===== config.mk =====
export PLATFORM = sky130hd
export DESIGN_NAME = id_stage_pipelined
export DESIGN_NICKNAME = d
export VERILOG_FILES = /design/src/rtl/id_pkg.sv /design/src/rtl/id_regfile.sv /design/src/rtl/id_stage_pipelined.sv
export SDC_FILE = /design/constraint.sdc
export NUM_CORES = 2
export LEC_CHECK = 0
export BUFFER_PORTS_ARGS = -buffer_cell sky130_fd_sc_hd__buf_2
export CORE_ASPECT_RATIO = 0.8
export CORE_UTILIZATION = 56
export DETAILED_ROUTE_END_ITERATION = 12
export GPL_TIMING_DRIVEN = 0
export PLACE_DENSITY_LB_ADDON = 0.08
export SLEW_MARGIN = 5
export SYNTH_ARGS = -nofsm -noshare
export SYNTH_HDL_FRONTEND = slang
export SYNTH_SLANG_ARGS = --single-unit

===== constraint.sdc =====
create_clock -name clk -period 1.87 [get_ports clk]
set_input_delay 0.0935 -clock clk [delete_from_list [all_inputs] [get_ports clk]]
set_output_delay 0.0935 -clock clk [all_outputs]
set_load 0.005 [all_outputs]

===== src/rtl/id_pkg.sv =====
// Shared definitions for the pipelined instruction-decode stage.
// Build option: IDSTAGE_IMM_ZEXT_EN adds ANDI/ORI decoding (logic ALU class).
package id_pkg;

    localparam logic [5:0] OP_RTYPE = 6'b000000;
    localparam logic [5:0] OP_LW    = 6'b100011;
    localparam logic [5:0] OP_SW    = 6'b101011;
    localparam logic [5:0] OP_BEQ   = 6'b000100;
    localparam logic [5:0] OP_ADDI  = 6'b001000;
    localparam logic [5:0] OP_ANDI  = 6'b001100;
    localparam logic [5:0] OP_ORI   = 6'b001101;

    localparam logic [1:0] ALUOP_ADD   = 2'b00;
    localparam logic [1:0] ALUOP_SUB   = 2'b01;
    localparam logic [1:0] ALUOP_FUNCT = 2'b10;
    localparam logic [1:0] ALUOP_LOGIC = 2'b11;

    typedef struct packed {
        logic       reg_write;
        logic       mem_to_reg;
        logic       branch;
        logic       mem_read;
        logic       mem_write;
        logic       reg_dst;
        logic       alu_src;
        logic [1:0] alu_op;
    } ctrl_t;

    localparam ctrl_t CTRL_NOP = ctrl_t'(9'd0);

    // Main control decoder; unknown opcodes fall through as NOPs.
    function automatic ctrl_t decode_ctrl(input logic [5:0] opcode);
        ctrl_t c;
        c = CTRL_NOP;
        case (opcode)
            OP_RTYPE: begin
                c.reg_write = 1'b1;
                c.reg_dst   = 1'b1;
                c.alu_op    = ALUOP_FUNCT;
            end
            OP_LW: begin
                c.reg_write  = 1'b1;
                c.mem_to_reg = 1'b1;
                c.mem_read   = 1'b1;
                c.alu_src    = 1'b1;
                c.alu_op     = ALUOP_ADD;
            end
            OP_SW: begin
                c.mem_write = 1'b1;
                c.alu_src   = 1'b1;
                c.alu_op    = ALUOP_ADD;
            end
            OP_BEQ: begin
                c.branch = 1'b1;
                c.alu_op = ALUOP_SUB;
            end
            OP_ADDI: begin
                c.reg_write = 1'b1;
                c.alu_src   = 1'b1;
                c.alu_op    = ALUOP_ADD;
            end
`ifdef IDSTAGE_IMM_ZEXT_EN
            OP_ANDI, OP_ORI: begin
                c.reg_write = 1'b1;
                c.alu_src   = 1'b1;
                c.alu_op    = ALUOP_LOGIC;
            end
`endif
            default: c = CTRL_NOP;
        endcase
        return c;
    endfunction

endpackage


===== src/rtl/id_regfile.sv =====
// Register file for the decode stage: two async read ports with write-through
// bypass, one synchronous write port, entry 0 hard-wired to zero.
module id_regfile
    import id_pkg::*;
#(
    parameter int B = 32,
    parameter int W = 5
) (
    input  logic         clk_i,
    input  logic         rst_ni,
    input  logic [W-1:0] raddr1_i,
    input  logic [W-1:0] raddr2_i,
    output logic [B-1:0] rdata1_o,
    output logic [B-1:0] rdata2_o,
    input  logic         we_i,
    input  logic [W-1:0] waddr_i,
    input  logic [B-1:0] wdata_i
);

    localparam int DEPTH = 32'd1 << W;

    logic [B-1:0] mem_q [DEPTH];
    logic         wr_en_s;

    assign wr_en_s = we_i && (waddr_i != {W{1'b0}});

    // Storage: cleared on reset, written on any qualified writeback.
    always_ff @(posedge clk_i or negedge rst_ni) begin
        if (!rst_ni) begin
            for (int i = 0; i < DEPTH; i++) begin
                mem_q[i] <= {B{1'b0}};
            end
        end else if (wr_en_s) begin
            mem_q[waddr_i] <= wdata_i;
        end
    end

    // Read ports: zero register first, then same-cycle writeback bypass.
    always_comb begin
        if (raddr1_i == {W{1'b0}}) begin
            rdata1_o = {B{1'b0}};
        end else if (wr_en_s && (waddr_i == raddr1_i)) begin
            rdata1_o = wdata_i;
        end else begin
            rdata1_o = mem_q[raddr1_i];
        end
        if (raddr2_i == {W{1'b0}}) begin
            rdata2_o = {B{1'b0}};
        end else if (wr_en_s && (waddr_i == raddr2_i)) begin
            rdata2_o = wdata_i;
        end else begin
            rdata2_o = mem_q[raddr2_i];
        end
    end

endmodule


===== src/rtl/id_stage_pipelined.sv =====
// Pipelined decode stage: decodes one instruction per handshake into an
// ID/EX register with valid/ready flow control, load-use stall and flush.
// Build option: IDSTAGE_IMM_ZEXT_EN zero-extends ANDI/ORI immediates.
module id_stage_pipelined
    import id_pkg::*;
#(
    parameter int B = 32,
    parameter int W = 5
) (
    input  logic         clk,
    input  logic         reset,
    input  logic         in_valid,
    output logic         in_ready,
    input  logic [B-1:0] instruction,
    input  logic [B-1:0] pc_plus4_in,
    input  logic         flush,
    input  logic         wb_reg_write,
    input  logic [W-1:0] wb_addr,
    input  logic [B-1:0] wb_data,
    output logic         out_valid,
    input  logic         out_ready,
    output logic [B-1:0] reg_data1,
    output logic [B-1:0] reg_data2,
    output logic [B-1:0] imm_ext,
    output logic [W-1:0] rs,
    output logic [W-1:0] rt,
    output logic [W-1:0] rd,
    output logic [B-1:0] pc_plus4_out,
    output logic         wb_RegWrite_out,
    output logic         wb_MemtoReg_out,
    output logic         m_Branch_out,
    output logic         m_MemRead_out,
    output logic         m_MemWrite_out,
    output logic         ex_RegDst_out,
    output logic         ex_ALUSrc_out,
    output logic [1:0]   ex_ALUOp_out,
    output logic         hazard_stall
);

    logic [5:0]   opcode_s;
    logic [W-1:0] rs_s, rt_s, rd_s;
    logic [B-1:0] rd1_s, rd2_s, imm_s;
    ctrl_t        ctrl_s;
    logic         zext_s, accept_s;

    logic         valid_q, valid_d;
    ctrl_t        ctrl_q, ctrl_d;
    logic [B-1:0] rd1_q, rd1_d, rd2_q, rd2_d, imm_q, imm_d, pc_q, pc_d;
    logic [W-1:0] rs_q, rs_d, rt_q, rt_d, rd_q, rd_d;

    assign opcode_s = instruction[31:26];
    assign rs_s     = W'(instruction[25:21]);
    assign rt_s     = W'(instruction[20:16]);
    assign rd_s     = W'(instruction[15:11]);
    assign ctrl_s   = decode_ctrl(opcode_s);

`ifdef IDSTAGE_IMM_ZEXT_EN
    assign zext_s = (opcode_s == OP_ANDI) || (opcode_s == OP_ORI);
`else
    assign zext_s = 1'b0;
`endif

    // Immediate extension: zero-extend logic immediates, sign-extend the rest.
    always_comb begin
        if (zext_s) begin
            imm_s = {{(B-16){1'b0}}, instruction[15:0]};
        end else begin
            imm_s = {{(B-16){instruction[15]}}, instruction[15:0]};
        end
    end

    id_regfile #(.B(B), .W(W)) u_regfile (
        .clk_i    (clk),
        .rst_ni   (reset),
        .raddr1_i (rs_s),
        .raddr2_i (rt_s),
        .rdata1_o (rd1_s),
        .rdata2_o (rd2_s),
        .we_i     (wb_reg_write),
        .waddr_i  (wb_addr),
        .wdata_i  (wb_data)
    );

    // Load-use hazard: the load in ID/EX targets a source of the incoming instr.
    assign hazard_stall = in_valid && valid_q && ctrl_q.mem_read &&
                          (rt_q != {W{1'b0}}) && ((rt_q == rs_s) || (rt_q == rt_s));
    assign in_ready     = flush || (!hazard_stall && (!valid_q || out_ready));
    assign accept_s     = in_valid && in_ready && !flush;

    // ID/EX next state: flush beats accept, accept beats drain, else hold.
    always_comb begin
        valid_d = valid_q;
        ctrl_d  = ctrl_q;
        rd1_d   = rd1_q;
        rd2_d   = rd2_q;
        imm_d   = imm_q;
        pc_d    = pc_q;
        rs_d    = rs_q;
        rt_d    = rt_q;
        rd_d    = rd_q;
        if (flush) begin
            valid_d = 1'b0;
        end else if (accept_s) begin
            valid_d = 1'b1;
            ctrl_d  = ctrl_s;
            rd1_d   = rd1_s;
            rd2_d   = rd2_s;
            imm_d   = imm_s;
            pc_d    = pc_plus4_in;
            rs_d    = rs_s;
            rt_d    = rt_s;
            rd_d    = rd_s;
        end else if (out_ready && valid_q) begin
            valid_d = 1'b0;
        end else begin
            valid_d = valid_q;
        end
    end

    // ID/EX pipeline register.
    always_ff @(posedge clk or negedge reset) begin
        if (!reset) begin
            valid_q <= 1'b0;
            ctrl_q  <= CTRL_NOP;
            rd1_q   <= {B{1'b0}};
            rd2_q   <= {B{1'b0}};
            imm_q   <= {B{1'b0}};
            pc_q    <= {B{1'b0}};
            rs_q    <= {W{1'b0}};
            rt_q    <= {W{1'b0}};
            rd_q    <= {W{1'b0}};
        end else begin
            valid_q <= valid_d;
            ctrl_q  <= ctrl_d;
            rd1_q   <= rd1_d;
            rd2_q   <= rd2_d;
            imm_q   <= imm_d;
            pc_q    <= pc_d;
            rs_q    <= rs_d;
            rt_q    <= rt_d;
            rd_q    <= rd_d;
        end
    end

    assign out_valid       = valid_q;
    assign reg_data1       = rd1_q;
    assign reg_data2       = rd2_q;
    assign imm_ext         = imm_q;
    assign pc_plus4_out    = pc_q;
    assign rs              = rs_q;
    assign rt              = rt_q;
    assign rd              = rd_q;
    assign wb_RegWrite_out = ctrl_q.reg_write;
    assign wb_MemtoReg_out = ctrl_q.mem_to_reg;
    assign m_Branch_out    = ctrl_q.branch;
    assign m_MemRead_out   = ctrl_q.mem_read;
    assign m_MemWrite_out  = ctrl_q.mem_write;
    assign ex_RegDst_out   = ctrl_q.reg_dst;
    assign ex_ALUSrc_out   = ctrl_q.alu_src;
    assign ex_ALUOp_out    = ctrl_q.alu_op;

endmodule


==> reports/qor.yml <==
setup_path:
  worst-setup-path-type: "primary input to register"
  crit_fanout: 10
  cp-end-kind: "register"
  cp.arrival_ps: 3400
  cp-start-kind: "primary input"
  crit_required_ps: 2540
power:
  design_power_total_mw: 73.2
  p_sw_mw: 20.6
  power_per_cell_area_nw_per_um2: 1060
  comb_power_share: 0.210
  p_seq_frac: 0.456
  switching_share: 0.281
  p_clk_frac: 0.334
  p_leak_nw: 30.2
  peakVddDrop_uv: 723
  p_int_mw: 52.6
sta:
  fin_skew_ps: 35.0
  worst_slack_ps: -857
  finalMaxSlewViolations: 0
  finalSetupTns_ps: -88850
  rsz0062_at_grt: "yes"
  tightest_slew_ps: 1460
  whs_ps: -682
  finalHoldViolCount: 252
  finalCritPeriodShare: 1.46
  min_period_ps: 2730
  setup_viol: 184
  relSlewSlack: 0.0241
  max_freq_ghz: 0.367
finish:
  fin_util: 0.666
  nets: 4570
  drive_gt1_frac: 0.507
  nFillCells: 7498
  area_delta_synth_final_pct: 17.1
  final_area_um2: 68800
  final_cell_count_no_fill: 5950
synthesis:
  synth-seq-cells: 1154
  avgSynthCellArea_um2: 14.9
  synth_compound_area_frac: 0.0519
  synth-edff-count: 0
  synthXorXnorAreaFrac: 0.00298
  synth_common_cells: "dfrtp_1 (1154), mux2_2 (1049), mux4_2 (430)"
  seq_area_frac_synth: 0.491
  yosys-top-cells-area: "dfrtp_1 (49%), mux2_2 (20%), mux4_2 (16%), mux2i_1 (2.8%), clkbuf_1 (1.5%)"
  synthArstFlopShare: 1.00
  synth_most_common_cell: "dfrtp_1"
  synth_cell_types: 52
  netlist_instances: 3948
  synth_area_um2: 58800
  synth_nets: 4055
  synthMuxAreaShare: 0.394
  synthSimpleGateAreaFrac: 0.0244
  synth_top_family_by_area: "multiplexers"
  netlist.area_leader.share: 0.491
  synthAdderAreaFrac: 0
  yosysWarnings: 0
  synth_ff_type: "dfrtp_1"
  synth_top_area_cell: "dfrtp_1"
clocking:
  clockRootBuffer: "clkbuf_16"
  clk_latency_ps: 760
  cts_tree: "yes"
  htree_levels: 3
  numClockSinks: 1154
  postCtsHoldBufs: 93
  cts_inserted_buffers: 114
  clockBufferDepth: 3
  cts.clk_slew.worst_paths_ps: 60
global_routing:
  grt_pass1_wl_um: 305000
  grt_max_degree: 157
  antenna_found_initial: 7
  grt_pass1_vias: 41100
  grt_remaining_overflow: 0
  grt_usage: 0.410
status:
  status: "finished with violations"
  violations: "negative hold slack, negative setup slack"
drt:
  drt_first_pass_iters: 6
  drt_drc_violations_left: 0
  wl_per_cell_um: 36.8
  vias: 42000
  routed_wl_um: 219000
  drt-initial-drc-count: 5658
  antenna_left: 0
  avgViaCountPerCell: 7.05
die:
  dieHeight_um: 292
  start_util: 0.569
  io_pins: 262
  die_w_um: 364
  row_count: 105
  coreArea_um2: 103000
  die-area_um2: 106000
place:
  post-dp-hpwl_um: 143000
  gp_congestion: 0.999
  dpl_worst_slack_ps: -1810
  placed_area_um2: 62000
  portBuffers: 252
  placed_cells: 5599
min_path:
  hp-class: "primary input to asynchronous set/reset pin"
job:
  drv_cap: 0
-- critical path: stages --
cell and delay [ps]:
buf_2 360, buf_2 350, buf_1 1100, mux4_2 430, o22ai_1 90, nor4_1 690
a221o_1 250
-- metal layers --
layer / global-route usage / routed length [um] / share of wire
met1: 0.569 / 86400 / 0.39
met2: 0.538 / 88200 / 0.40
met3: 0.202 / 32300 / 0.15
met4: 0.180 / 11400 / 0.052
met5: 0.0251 / 635 / 0.0029
-- path summary, 6_finish.rpt --
kind	from	end	slack, ps	cells past startpoint
max	instruction[18]	reg_data2[30]$_DFFE_PN0P_	-860	7
min	reset	imm_ext[4]$_DFFE_PN0P_	-680	1
max reg2reg	rt[4]$_DFFE_PN0P_	pc_plus4_out[10]$_DFFE_PN0P_	-720	10
min reg2reg	u_regfile.mem_q[1022]$_DFFE_PN0P_	u_regfile.mem_q[1022]$_DFFE_PN0P_	480	1
max in group asynchronous	reset	u_regfile.mem_q[666]$_DFFE_PN0P_	560	3
min in group clk	wb_addr[4]	u_regfile.mem_q[320]$_DFFE_PN0P_	90	4
-- state kept, by name, summed over array words and instances (netlist names) --
signal	cells
pc_plus4_out	32
rs	5
m_MemWrite_out	1
ex_ALUOp_out	1
reg_data1	32
m_MemRead_out	1
imm_ext	16
rt	5
u_regfile.mem_q	1024
reg_data2	32
out_valid	1
ex_ALUSrc_out	1
m_Branch_out	1
ex_RegDst_out	1
wb_RegWrite_out	1
-- logic make-up (layout without fill, tap and decap cells) --
logic type,count (synthesis),after routing
AO/OA/AOI/OAI,408,408
buffers and inverters,463,1067
XOR/XNOR,20,20
other,0,7
flip-flops,1154,1154
multiplexers,1643,1643
AND/OR/NAND/NOR,260,260
-- area by class of cell --
class | instances | area, um^2 | area share
well taps | 1391 | 1740 | 0.0253
inverters | 2 | 7.51 | 0.000109
flip-flops and latches | 1154 | 28900 | 0.420
multi-input cells | 2331 | 28500 | 0.414
plain buffers | 460 | 2610 | 0.0379
clock buffers | 161 | 3340 | 0.0485
repair buffers | 400 | 3190 | 0.0463
clock inverters | 44 | 551 | 0.00800
diodes | 7 | 17.5 | 0.000255
-- power groups by stage --
stage / registers (mW) / logic (mW) / clock network, mW
after global routing: 33.8 / 16.2 / 25.5
after CTS: 33.1 / 14.7 / 24.5
final: 33.3 / 15.4 / 24.4
after global placement: 33.4 / 13.8 / 0
after floorplan: 32.4 / 10.2 / 0
after detailed placement: 33.5 / 14.2 / 0
-- cells in the final DEF, fill, tap and decap left out, types with 29 or more instances in the layout --
master | netlist | final
dlygate4sd3_1 | 0 | 93
buf_2 | 123 | 351
o22ai_1 | 128 | 121
clkbuf_16 | 0 | 137
a22oi_1 | 94 | 93
nand2_1 | 39 | 35
buf_4 | 32 | 45
mux2i_1 | 164 | 164
mux2_2 | 1049 | 1049
a221o_1 | 64 | 64
and2_4 | 0 | 32
a22o_1 | 35 | 35
nor2b_1 | 34 | 33
buf_1 | 63 | 38
nand3_1 | 38 | 38
a211oi_1 | 30 | 29
mux4_2 | 430 | 430
nor4_1 | 33 | 33
clkbuf_1 | 229 | 210
dfrtp_1 | 1154 | 1149
clkbuf_2 | 1 | 52
-- what timing repair did --
action	in CTS	in global routing
hold endpoints to repair	305	148
gates resized for setup	163	216
buffers inserted	23	7
pin swaps	10	39
cloned	3	15
endpoints found under the setup margin	475	721
Note: power is estimated with default switching activity, not from simulation.
